[src/rtl/round_robin_arbiter.sv]
`default_nettype none
// ============================================================================
// round_robin_arbiter -- N-way round-robin arbiter, registered one-hot grant
// Revision: 1.0
// ============================================================================
module round_robin_arbiter #(
  parameter int N = 3
) (
  input  logic         clk,
  input  logic         asrst,
  input  logic         en,
  input  logic [N-1:0] req_vld,
  output logic [N-1:0] o_grant
);

  localparam int LW = (N > 1) ? $clog2(N) : 1;
  localparam logic [LW-1:0] c_last_idx = LW'(N - 1);

  logic [N-1:0]  grant_q, grant_d;
  logic [LW-1:0] last_q, last_d;
  logic [LW-1:0] w_idx;
  logic          w_found;

  // Walk indices last+1 .. last (wrapping); the first requester wins.
  always_comb begin
    grant_d = '0;
    last_d  = last_q;
    w_idx   = last_q;
    w_found = 1'b0;
    if (en) begin
      for (int k = 0; k < N; k++) begin
        w_idx = (w_idx == c_last_idx) ? '0 : w_idx + LW'(1);
        if (!w_found && req_vld[w_idx]) begin
          w_found        = 1'b1;
          grant_d        = '0;
          grant_d[w_idx] = 1'b1;
          last_d         = w_idx;
        end
      end
    end
  end

  // Reset pointer to N-1 so index 0 is searched first.
  always_ff @(posedge clk) begin
    if (!asrst) begin
      grant_q <= '0;
      last_q  <= c_last_idx;
    end else begin
      grant_q <= grant_d;
      last_q  <= last_d;
    end
  end

  assign o_grant = grant_q;

endmodule
`default_nettype wire

[config.mk]
export PLATFORM = sky130hd
export DESIGN_NAME = round_robin_arbiter
export DESIGN_NICKNAME = d
export VERILOG_FILES = /design/src/rtl/round_robin_arbiter.sv
export SDC_FILE = /design/constraint.sdc
export NUM_CORES = 1
export LEC_CHECK = 0
export ABC_AREA = 1
export BUFFER_PORTS_ARGS = -buffer_cell sky130_fd_sc_hd__buf_4
export CORE_AREA = 8 8 45 47
export CTS_BUF_LIST = sky130_fd_sc_hd__clkbuf_16
export DETAILED_ROUTE_END_ITERATION = 8
export DIE_AREA = 0 0 53 55
export PLACE_DENSITY = 0.58
export SYNTH_ARGS = -nofsm -noshare
export SYNTH_HDL_FRONTEND = slang
export SYNTH_SLANG_ARGS = --single-unit
[constraint.sdc]
create_clock -name clk -period 1.67 [get_ports clk]
set_clock_uncertainty 0.2 [all_clocks]
set_input_delay 0.2505 -clock clk [delete_from_list [all_inputs] [get_ports clk]]
set_output_delay 0.2505 -clock clk [all_outputs]
set_load 0.03 [all_outputs]
==> metrics.md, run 1 <==
| Metric | Value |
|---|---|
| Status | `finished clean` |
| Initial antenna violation count | `0` |
| Worst VDD drop | `0.2850 mV` |
| Vias/cell | `4.708` |
| Worst-path fanout max | `6` |
| Net Count, Synth | `67` |
| Number of global-route vias before repair | `379` |
| Antenna diodes | `0` |
| Async S/R FF share, synth | `0%` |
| H-tree depth | `1` |
| WL final | `909 um` |
| First-pass GRT wire length | `1.531 mm` |
| Clk Latency, worst-skew pair | `230 ps` |
| Crit path top cell by count | `nand2_1` |
| Sink Count | `5` |
| Num CTS Buffers | `3` |
| Setup Buffers After CTS | `0` |
| Avg Cell Area, Syn | `6.153 um2` |
| Max Cap Violations | `0` |
| # hold bufs at CTS | `0` |
| Post-DP HPWL | `709.1 um` |
| Worst path max stage delay | `450 ps` |
| Relative slew slack | `83.38%` |
| Critical Path Sink Type | `flop` |
| CTS root buffer | `clkbuf_16` |
| Post-synth top area cell | `dfxtp_1` |
| Flops & latches, synth | `5` |
| Critical path cell sequence | `nor2_2, nand2_2, nand3_2, nor2_2, nand2_1, nand2_1, nand2_1, a21oi_2` |
| Die Area | `2915 um2` |
| Post_cts resized | `0` |
| Leakage | `0.0002722 uW` |
| Worst-margin pin slew | `249.0 ps` |
| Clock slew at reported path FFs | `30 ps` |
| Fin crit share | `91.92%` |
| Layout cell share with drive strength beyond 1 | `30.14%` |
| Post-synthesis cell type count | `16` |
| Crit Path Category | `flop to flop` |
| Post-synth top area share | `26.67%` |
| Seq/Total Area, Yosys | `26.67%` |
| Die height | `55 um` |
| Yosys warns | `0` |
| Req. time, crit path | `1630 ps` |
| Die W | `53 um` |
| TritonCTS clock tree | `yes` |
| All-Layer GR Usage | `7.377%` |
| Placed cell areas | `451.7 um2` |
| # DRC | `0` |
| Setup Total Neg Slack | `0 ps` |
| Boundary pin count | `9` |
| Top_reg_cell synth | `dfxtp_1` |
| Initial Util | `27.12%` |
| Design area | `531.8 um2` |
| Final ANT Viol Nets | `0` |
| Initial drt markers | `9` |
| Final core occ | `38.43%` |
| CP Launch Type | `flop` |
| Fillers | `144` |
| Syn-to-layout area delta | `41.67%` |
| Setup violators final | `0` |
| Final worst path period need | `1535 ps` |
| IO buf count | `8` |
| Longest Clk Path Bufs | `2` |
| CP arrival | `1500 ps` |
| Post-synthesis cell area | `375.4 um2` |
| Via count | `419` |
| Largest net degree at the start of global routing | `8` |
| Slowest cell on crit path | `dfxtp_1` |
| Cell area power density | `1242 nW/um2` |
| Fin. Hold Viols | `0` |
| Synth top area cells | `dfxtp_1 (27%), nand2_1 (22%), nand3_1 (9.3%), nor2_2 (6.7%), inv_1 (6.0%)` |
| Final net count | `80` |
| Routed len/inst | `10.21 um` |
| Max Freq | `651.5 MHz` |
| Num rows | `14` |
| RSZ-0062 raised after global routing | `no` |
| Core area | `1384 um2` |
| GP Congestion | `0.7601` |
| Overall Power | `660.2 uW` |
| GRT Residual Overflow | `0` |
| DR pass1 iterations | `4` |
| Post-synth EDFFs | `0` |
| Fin. max-slew vios | `0` |
| Hold Crit Class | `primary input to flop` |
| Cells after Synth | `61` |
state kept, by name, indices dropped and copies added, names as in the netlist:
register	count
o_grant	3
last_q	2
routing by layer:
metal	share of wire (%)	track usage [%]	up-vias
li1	-	-	222
met5	0	0	-
met1	42	7.751	179
met2	45	10.16	13
met3	8.8	3.209	5
met4	4.1	8.621	0
Yosys cell counts (2+ instances only):
library cell	n
a31oi_1	3
dfxtp_1	5
inv_1	6
nand2_1	22
nand2_2	2
nand3_1	7
nor2_1	4
nor2_2	4
logic make-up (layout without fill, tap and decap cells):
group,Yosys count,in the layout,share of synthesized area [%]
AO/OA/AOI/OAI,8,8,14.67
flip-flops,5,5,26.67
buffers and inverters,8,20,10.67
AND/OR/NAND/NOR,40,40,48.00
stage by stage:
| step | hold WS, ps | setup WS [ps] | cells |
|---|---|---|---|
| floorplan | 186.6 | 304.7 | 61 |
| global placement | 320.4 | 72.03 | 85 |
| detailed placement | 325.0 | 89.54 | 85 |
| CTS | 83.85 | 70.63 | 89 |
| global route | 90.27 | 9.483 | 89 |
| finish | 87.69 | 135.0 | 89 |
path summary, 6_finish.rpt:
kind / from / end / cells after the start / slack (ps)
worst min-delay path: asrst / last_q[0]$_SDFFE_PN0P_ / 3 / 90
worst max-delay path: last_q[0]$_SDFFE_PN0P_ / last_q[0]$_SDFFE_PN0P_ / 8 / 130
worst max register to register: last_q[0]$_SDFFE_PN0P_ / last_q[0]$_SDFFE_PN0P_ / 8 / 130
worst min register to register: last_q[1]$_SDFFE_PN1P_ / o_grant[2]$_SDFF_PN0_ / 2 / 350
cells in the final DEF, fill, tap and decap left out, types with 2 or more instances in the layout:
cell type | synthesis | layout
dfxtp_1 | 5 | 4
clkbuf_16 | 0 | 3
nand2_1 | 22 | 22
nor2_2 | 4 | 4
a31oi_1 | 3 | 3
buf_4 | 0 | 9
nor2_1 | 4 | 4
nand2_2 | 2 | 2
nand3_1 | 7 | 7
inv_1 | 6 | 7
report_power, final:
group	total (uW)	switching (uW)	internal, uW
logic	131	81.1	50.2
registers	145	13.8	131
clock network	384	74.6	310
cell type report:
class                   count  area, um2  area share (%)
clock buffers               3      75.07           14.12
clock inverters             1      3.754          0.7059
flip-flops and latches      5      101.3           19.06
inverters                   7      28.78           5.412
well taps                  16      20.02           3.765
multi-input cells          48      235.2           44.24
repair buffers              9      67.56           12.71
critical path, delay by kind of cell, from the launching register on:
family          cells  cell delay, ps
compound gates      1             120
flops               1             450
simple gates        7             700
(Power assumes the default switching activity.)
==> run 2: changes to the inputs <==
--- a/config.mk
+++ b/config.mk
@@ -12,6 +12,7 @@
 export DETAILED_ROUTE_END_ITERATION = 8
 export DIE_AREA = 0 0 53 55
 export PLACE_DENSITY = 0.58
+export REMOVE_ABC_BUFFERS = 1
 export SYNTH_ARGS = -nofsm -noshare
 export SYNTH_HDL_FRONTEND = slang
 export SYNTH_SLANG_ARGS = --single-unit
==> metrics.md, run 2 (same netlist as run 1, synthesis figures left out) <==
| Metric | Value |
|---|---|
| Worst-margin pin slew | `220.4 ps` |
| Clk Latency, worst-skew pair | `230 ps` |
| CTS root buffer | `clkbuf_16` |
| Commonest non-fill, non-tap cells in the layout | `nand2_1 (22), buf_4 (8), inv_1 (7), nand3_1 (7)` |
| Switching power | `172.5 uW` |
| Boundary pin count | `9` |
| Initial antenna violation count | `0` |
| TritonCTS clock tree | `yes` |
| Setup violators final | `0` |
| Pint | `488.2 uW` |
| Crit path top cell by count | `nand2_1` |
| Critical Path Start | `last_q[1]$_SDFFE_PN1P_` |
| Initial drt markers | `17` |
| Die W | `53 um` |
| Layout cell share with drive strength beyond 1 | `29.17%` |
| Die height | `55 um` |
| Routed len/inst | `9.739 um` |
| GR Util met3 | `4.813%` |
| Initial Util | `27.12%` |
| Final ANT Viol Nets | `0` |
| Syn-to-layout area delta | `39.67%` |
| Relative slew slack | `85.29%` |
| Fin crit share | `89.02%` |
| Clock slew at reported path FFs | `30 ps` |
| GRT met1 Usage | `6.829%` |
| Num CTS Buffers | `3` |
| Max Cap Violations | `0` |
| Design area | `524.3 um2` |
| Final worst path period need | `1487 ps` |
| Fin. max-slew vios | `0` |
| Cell area power density | `1260 nW/um2` |
| Critical path cell sequence | `inv_4, nand3_1, nand3_1, nor2_2, nand2_1, nand2_1, nand2_1, a21oi_2` |
| Core area | `1384 um2` |
| Die Area | `2915 um2` |
| Number of global-route vias before repair | `372` |
| R2R depth | `8` |
| IO buf count | `8` |
| Max reg flops | `3` |
| First-pass GRT wire length | `1.455 mm` |
| CP Launch Type | `flop` |
| Hold Crit Class | `primary input to flop` |
| DR pass1 iterations | `4` |
| Crit Path Category | `flop to flop` |
| Post_cts resized | `0` |
| Placed cell areas | `444.2 um2` |
| Worst-path fanout max | `8` |
| Setup Total Neg Slack | `0 ps` |
| CP arrival | `1450 ps` |
| # hold bufs at CTS | `0` |
| Fin. Hold Viols | `0` |
| Req. time, crit path | `1640 ps` |
| Sequential share of power | `21.7%` |
| Global route hottest layer | `met2` |
| Final net count | `79` |
| Hold Crit Endpoint | `last_q[0]$_SDFFE_PN0P_` |
| GRT Residual Overflow | `0` |
| All-Layer GR Usage | `7.100%` |
| M2 GR Usage | `11.33%` |
| GP Congestion | `0.7985` |
| Combinational power share | `19.1%` |
| Clock power frac | `59.2%` |
| Hold Startpoint | `asrst` |
| Critical Path Sink Type | `flop` |
| Num rows | `14` |
| WHS Path Cells | `3` |
| H-tree depth | `1` |
| Longest Clk Path Bufs | `2` |
| RSZ-0062 raised after global routing | `no` |
| Worst R2R Setup Slack | `180 ps` |
| Setup Buffers After CTS | `0` |
| Leakage | `0.0002677 uW` |
| Largest net degree at the start of global routing | `9` |
| Slowest cell on crit path | `dfxtp_2` |
| Via count | `402` |
| WL final | `857 um` |
| Post-DP HPWL | `703.7 um` |
| Reg-to-reg endpoint | `last_q[0]$_SDFFE_PN0P_` |
| Max Freq | `672.7 MHz` |
| Status | `finished clean` |
| # DRC | `0` |
| Vias/cell | `4.568` |
| Worst VDD drop | `0.6422 mV` |
| Net Sw Frac | `26.11%` |
| Antenna diodes | `0` |
| Sink Count | `5` |
| Worst path max stage delay | `420 ps` |
| Critical R2R Launch | `last_q[1]$_SDFFE_PN1P_` |
| Most common cell after layout, fill and taps aside | `nand2_1` |
## run 2: through the flow
stage,power [uW],hold WS (ps),cells,setup slack [ps],utilization [%]
global placement,270.6,321.6,84,49.79,32.10
global route,702.3,100.5,88,27.32,37.88
finish,660.7,83.50,88,183.4,37.88
CTS,666.3,83.32,88,57.82,37.79
detailed placement,271.1,322.2,84,66.53,32.10
floorplan,236.2,186.6,60,240.1,-
## run 2: layout make-up
type	count	area [um2]
Fill cell	155	859.6
Multi-Input combinational cell	48	235.2
Sequential cell	5	101.3
Clock buffer	3	75.07
Timing Repair Buffer	8	60.06
Inverter	7	28.78
Tap cell	16	20.02
Clock inverter	1	3.754
## run 2: worst max-delay path by stage
stage | slack (ps) | cells past startpoint | end
5_1_grt | 30 | 7 | last_q[1]$_SDFFE_PN1P_
2_1_floorplan | 240 | 8 | last_q[0]$_SDFFE_PN0P_
3_3_place_gp | 50 | 8 | last_q[0]$_SDFFE_PN0P_
6_report | 180 | 8 | last_q[0]$_SDFFE_PN0P_
3_5_place_dp | 70 | 8 | last_q[0]$_SDFFE_PN0P_
4_1_cts | 60 | 8 | last_q[0]$_SDFFE_PN0P_
## run 2: routing by layer
layer,part of all wire (%),vias up
li1,-,219
met1,43,171
met2,47,10
met3,8.9,2
met4,1.3,0
met5,0,-
## run 2: power groups by stage
stage | clock network, uW | logic [uW] | registers [uW]
floorplan | 0 | 85.1 | 151
global placement | 0 | 126 | 145
detailed placement | 0 | 127 | 144
CTS | 397 | 127 | 143
global route | 413 | 144 | 145
finish | 391 | 126 | 143
## run 2: critical path, delay by kind of cell, from the launching register on
kind | cells | cell delay (ps)
and+or+nand+nor | 6 | 610
buffers and inverters | 1 | 70
AOI/OAI and AO/OA | 1 | 120
DFF | 1 | 420
